## config.mk

```make
export PLATFORM = sky130hd
export DESIGN_NAME = i2c_target_rx
export DESIGN_NICKNAME = d
export VERILOG_FILES = /design/src/rtl/i2c_pkg.sv /design/src/rtl/i2c_glitch_filter.sv /design/src/rtl/i2c_target_rx.sv
export SDC_FILE = /design/constraint.sdc
export NUM_CORES = 1
export LEC_CHECK = 0
export CORE_MARGIN = 10
export CORE_UTILIZATION = 50
export CTS_CLUSTER_DIAMETER = 200
export DETAILED_ROUTE_END_ITERATION = 7
export PLACE_DENSITY = 0.74
export SLEW_MARGIN = 25
export SYNTH_ARGS = -nofsm -noshare
export SYNTH_HDL_FRONTEND = slang
export SYNTH_SLANG_ARGS = --single-unit
```

## constraint.sdc

```tcl
create_clock -name CLK -period 1.5 [get_ports CLK]
set_input_delay 0.225 -clock CLK [delete_from_list [all_inputs] [get_ports CLK]]
set_output_delay 0.225 -clock CLK [all_outputs]
set_load 0.1 [all_outputs]
```

## src/rtl/i2c_pkg.sv

```systemverilog
// Shared I2C target definitions: FSM state encoding and
// default address / filter depth constants.
package i2c_pkg;

    typedef enum logic [2:0] {
        IDLE,
        ADDR,
        ADDR_ACK,
        DATA,
        DATA_ACK,
        IGNORE
    } state_t;

    localparam logic [6:0] DEF_TARGET_ADDR = 7'h50;
    localparam int         DEF_FILT_CYCLES = 3;

endpackage

```

## src/rtl/i2c_glitch_filter.sv

```systemverilog
// 2-flop synchronizer, stability filter and edge strobes for one pin.
// Ports: CLK, RST_N, pin (raw), level (filtered), rise/fall (1-cycle).
module i2c_glitch_filter
    import i2c_pkg::*;
#(
    parameter int FILT_CYCLES = DEF_FILT_CYCLES
) (
    input  logic CLK,
    input  logic RST_N,
    input  logic pin,
    output logic level,
    output logic rise,
    output logic fall
);

    localparam int CW = (FILT_CYCLES > 1) ? $clog2(FILT_CYCLES) : 1;
    localparam logic [CW-1:0] LAST = CW'(FILT_CYCLES - 1);

    logic [1:0]    sync;
    logic [CW-1:0] cnt;
    logic          level_q;

    always_ff @(posedge CLK or negedge RST_N) begin
        if (!RST_N) begin
            sync    <= 2'b11;
            cnt     <= '0;
            level   <= 1'b1;
            level_q <= 1'b1;
        end else begin
            sync    <= {sync[0], pin};
            level_q <= level;
            // Count consecutive samples that disagree with the output;
            // any agreeing sample restarts the count.
            if (sync[1] != level) begin
                if (cnt == LAST) begin
                    level <= sync[1];
                    cnt   <= '0;
                end else begin
                    cnt <= cnt + 1'b1;
                end
            end else begin
                cnt <= '0;
            end
        end
    end

    assign rise = level & ~level_q;
    assign fall = ~level & level_q;

endmodule

```

## src/rtl/i2c_target_rx.sv

```systemverilog
// Write-only I2C target: filters SCL/SDA, matches address, ACKs and
// streams data bytes. Ports: CLK/RST_N, scl_i/sda_i pins, sda_t
// open-drain enable, rx_* byte sink handshake, busy bus flag.
module i2c_target_rx
    import i2c_pkg::*;
#(
    parameter logic [6:0] TARGET_ADDR = DEF_TARGET_ADDR,
    parameter int         FILT_CYCLES = DEF_FILT_CYCLES
) (
    input  logic       CLK,
    input  logic       RST_N,
    input  logic       scl_i,
    input  logic       sda_i,
    output logic       sda_t,
    input  logic       rx_ready,
    output logic [7:0] rx_data,
    output logic       rx_valid,
    output logic       rx_start,
    output logic       rx_stop,
    output logic       busy
);

    logic scl_lvl, scl_rise, scl_fall;
    logic sda_lvl, sda_rise, sda_fall;
    logic start_det, stop_det;

    state_t     state;
    logic [2:0] bit_cnt;
    logic [7:0] shift;
    logic       full;

    i2c_glitch_filter #(.FILT_CYCLES(FILT_CYCLES)) u_scl (
        .CLK   (CLK),
        .RST_N (RST_N),
        .pin   (scl_i),
        .level (scl_lvl),
        .rise  (scl_rise),
        .fall  (scl_fall)
    );

    i2c_glitch_filter #(.FILT_CYCLES(FILT_CYCLES)) u_sda (
        .CLK   (CLK),
        .RST_N (RST_N),
        .pin   (sda_i),
        .level (sda_lvl),
        .rise  (sda_rise),
        .fall  (sda_fall)
    );

    assign start_det = sda_fall & scl_lvl;
    assign stop_det  = sda_rise & scl_lvl;

    always_ff @(posedge CLK or negedge RST_N) begin
        if (!RST_N) begin
            state    <= IDLE;
            bit_cnt  <= 3'd0;
            shift    <= 8'h00;
            full     <= 1'b0;
            sda_t    <= 1'b1;
            rx_data  <= 8'h00;
            rx_valid <= 1'b0;
            rx_start <= 1'b0;
            rx_stop  <= 1'b0;
            busy     <= 1'b0;
        end else begin
            rx_valid <= 1'b0;
            rx_start <= 1'b0;
            rx_stop  <= 1'b0;
            if (start_det) begin
                state   <= ADDR;
                bit_cnt <= 3'd0;
                full    <= 1'b0;
                sda_t   <= 1'b1;
                busy    <= 1'b1;
            end else if (stop_det) begin
                state   <= IDLE;
                full    <= 1'b0;
                sda_t   <= 1'b1;
                busy    <= 1'b0;
                rx_stop <= (state != IDLE) && (state != IGNORE);
            end else begin
                unique case (state)
                    IDLE, IGNORE: begin
                        sda_t <= 1'b1;
                    end
                    ADDR, DATA: begin
                        if (scl_rise) begin
                            shift   <= {shift[6:0], sda_lvl};
                            bit_cnt <= bit_cnt + 3'd1;
                            if (bit_cnt == 3'd7)
                                full <= 1'b1;
                        end else if (scl_fall && full) begin
                            // Byte complete: decide ACK/NACK as SCL
                            // drops into the 9th clock.
                            full <= 1'b0;
                            if (state == ADDR) begin
                                if (shift[7:1] == TARGET_ADDR && !shift[0]) begin
                                    sda_t    <= 1'b0;
                                    rx_start <= 1'b1;
                                    state    <= ADDR_ACK;
                                end else begin
                                    state <= IGNORE;
                                end
                            end else if (rx_ready) begin
                                sda_t    <= 1'b0;
                                rx_data  <= shift;
                                rx_valid <= 1'b1;
                                state    <= DATA_ACK;
                            end else begin
                                state <= IGNORE;
                            end
                        end
                    end
                    ADDR_ACK, DATA_ACK: begin
                        if (scl_fall) begin
                            sda_t <= 1'b1;
                            state <= DATA;
                        end
                    end
                    default: begin
                        state <= IDLE;
                        sda_t <= 1'b1;
                    end
                endcase
            end
        end
    end

endmodule
```

==> qor.csv <==
stage,metric,value,unit
synth,mean post-synth cell area,12.6,um2
clock_tree,CTS Buffer Depth,2,
setup_path,CP Class,flop to flop,
run,max_cap viols,0,
pwr,Logic pwr share,0.528,
sta,Final Skew,0.00839,ns
clock_tree,CTS root buffer,clkbuf_8,
setup_path,Worst R2R Path Depth,4,
synth,library cells used by synthesis,44,
synth,Synth top area share,0.425,
final_layout,area grow syn2layout,49.7,%
final_layout,share of post-route cells with drive strength above 1,0.560,
synth,post-synthesis sequential area ratio,0.554,
hold_path,Worst Hold Depth,1,
pwr,register share of total power,0.334,
synth,Mapped Cells,145,
die,Die Span X,80.4,um
synth,synthesized cell area,1830,um2
routing,post-DR vias/cell,5.65,
pwr,Pleak,1.21,nW
synth,Yosys top cell by area,dfrtp_1,
sta,max frequency,610,MHz
die,die footprint,6470,um2
synth,syn nets,152,
die,Core Rows,21,
global_route,wire length of the first global-routing pass,7320,um
pwr,cell-internal power,3.27,mW
pwr,PD cells,1940,nW/um2
die,I/O Pins,18,
synth,"top cells by area, synth","dfrtp_1 42%, dfstp_2 13%, mux2_2 9.9%",
sta,Final setup viols,11,
sta,fin crit share,1.09,
placed_design,Post-DP HPWL,2840,um
setup_path,flop2flop setup slack,-0.14,ns
routing,Post-Route WL,4660,um
sta,Final Hold Fails,0,
global_route,vias in the first global route,1525,
final_layout,Fill cells,187,
pwr,VDD IR max,0.986,mV
final_layout,nets@finish,215,
synth,"FFs w/ async S/R, synth",1.00,
clock_tree,TritonCTS clock tree,done,
routing,total number of vias,1441,
routing,Routed Antenna Nets,0,
sta,post-layout minimum cycle time,1.64,ns
placed_design,port buffer count,17,
sta,final-report max-slew violation count,0,
final_layout,"commonest non-fill, non-tap cell in the layout",buf_4,
sta,fin worst setup slack,-0.139,ns
global_route,grt ovf,0,
setup_path,CP startpoint kind,flop,
synth,Seq cells post-synth,40,
clock_tree,clk_lat worst skew,0.28,ns
sta,Slew headroom,0.670,
pwr,clock share of power,0.138,
global_route,antenna violations before repair,0,
clock_tree,Inserted Clock Buffers,5,
routing,DR pass1 iterations,4,
clock_tree,clock transition time at the flip-flop clock pins of the worst setup and hold paths,0.08,ns
sta,Slew @ Worst Pin,0.495,ns
routing,WL/cell,18.3,um
status,run status,"finished, violations left",
final_layout,"commonest non-fill, non-tap cells in the layout","37 x buf_4, 29 x dfrtp_1, 15 x buf_12",
setup_path,Worst Setup End Kind,flop,
synth,"EDFF count, synth",0,
sta,setup tns final,-0.688,ns
placed_design,Post-Place Setup Slack,-0.143,ns
clock_tree,H-tree depth,2,
pwr,sw frac,0.385,
hold_path,hold crit path type,primary input to flop,
die,Core Area,3440,um2
routing,starting DRC count in detailed routing,79,
setup_path,CP required,1.72,ns
die,Initial Util,0.530,
placed_design,routability cong.,0.849,
synth,"Primary FF master, synth",dfrtp_1,
die,DIE HEIGHT,80.4,um
status,violated checks,negative setup slack,
sta,RSZ-0062 raised after global routing,true,
pwr,switching pwr,2.04,mW
final_layout,Diodes inserted,0,
global_route,Global Route Usage Sum,0.142,
setup_path,crit path DAT,1.86,ns
synth,Ys Warns,0,
clock_tree,# clock sinks,40,
final_layout,Final Util,0.794,
setup_path,crit path max fanout,6,
routing,# DRC,0,
global_route,largest net degree at the start of global routing,24,
## worst max-delay path, cell delays in order (launching register included)
cell and delay, ns:
dfstp_2 0.61, and2b_1 0.21, o21ai_2 0.10, or4b_1 0.52, a21oi_2 0.14
## through the flow
| stage | power (mW) | std cells | hold WS (ns) | cell area, um2 |
|---|---|---|---|---|
| floorplan | 3.01 | 145 | -0.0706 | 1830 |
| global placement | 3.77 | 233 | 0.180 | 2380 |
| detailed placement | 3.89 | 233 | 0.199 | 2380 |
| CTS | 4.88 | 251 | 0.333 | 2610 |
| global route | 5.60 | 255 | 0.331 | 2730 |
| finish | 5.31 | 255 | 0.346 | 2730 |
## sequential cells by signal (all words and copies together), names as in the netlist
signal         cells
rx_data            8
shift              8
bit_cnt            3
state              3
u_scl.cnt          2
u_scl.sync         2
u_sda.cnt          2
u_sda.sync         2
busy               1
full               1
rx_start           1
rx_stop            1
rx_valid           1
sda_t              1
u_scl.level        1
u_scl.level_q      1
u_sda.level        1
u_sda.level_q      1
## power groups by stage
| stage | combinational, mW | sequential, mW | clock, mW |
|---|---|---|---|
| 2_1_floorplan | 1.18 | 1.83 | 0 |
| 3_3_place_gp | 2.04 | 1.73 | 0 |
| 3_5_place_dp | 2.14 | 1.75 | 0 |
| 4_1_cts | 2.40 | 1.74 | 0.746 |
| 5_1_grt | 3.00 | 1.80 | 0.802 |
| 6_report | 2.80 | 1.77 | 0.732 |
## logic make-up after synthesis
family                     count (synthesis)  share of synthesized area
and+or+nand+nor                           40                      0.162
buffers and inverters                      9                     0.0247
DFF                                       40                      0.554
muxes                                     16                     0.0987
adders and majority gates                  4                     0.0247
xor gates and xnor gates                   3                     0.0144
AOI/OAI and AO/OA                         33                      0.121
## routing by layer
metal | share of wire | track usage | vias to the layer above
li1 | - | - | 659
met1 | 0.40 | 0.158 | 730
met2 | 0.52 | 0.244 | 42
met3 | 0.058 | 0.0535 | 10
met4 | 0.022 | 0.0423 | 0
met5 | 0 | 0 | -
## cells in the mapped netlist, types with 3 or more instances
master	count
a21oi_1	11
a22oi_1	3
and2b_1	5
buf_2	3
dfrtp_1	31
dfstp_2	9
inv_1	5
mux2_2	16
nor2_1	8
nor3_1	4
o21a_1	3
o21ai_0	3
xnor2_1	3
## final timing paths
check / from / end
worst min-delay path: scl_i / u_scl.sync[0]
worst min register to register: u_scl.sync[0] / u_scl.sync[1]
max in group asynchronous: RST_N / u_scl.sync[1]
min in group asynchronous: RST_N / state[2]
worst max register to register: u_scl.level_q / state[2]
worst max-delay path: u_scl.level_q / state[2]
## layout make-up
cell class / count / area [um2] / share of cell area
Multi-Input combinational cell: 96 / 891 / 0.326
Tap cell: 46 / 57.6 / 0.0211
Timing Repair Buffer: 60 / 657 / 0.240
Clock buffer: 7 / 86.3 / 0.0316
Inverter: 5 / 18.8 / 0.00687
Sequential cell: 40 / 1010 / 0.371
Clock inverter: 1 / 7.51 / 0.00275
## repair_timing
action,CTS,global route
setup endpoints to repair,22,23
resized for setup,11,25
pin swaps,8,7
endpoints found under the hold margin,16,0
hold buffers,1,0
buffers inserted,9,4
Power figures use the tool's default switching activity.
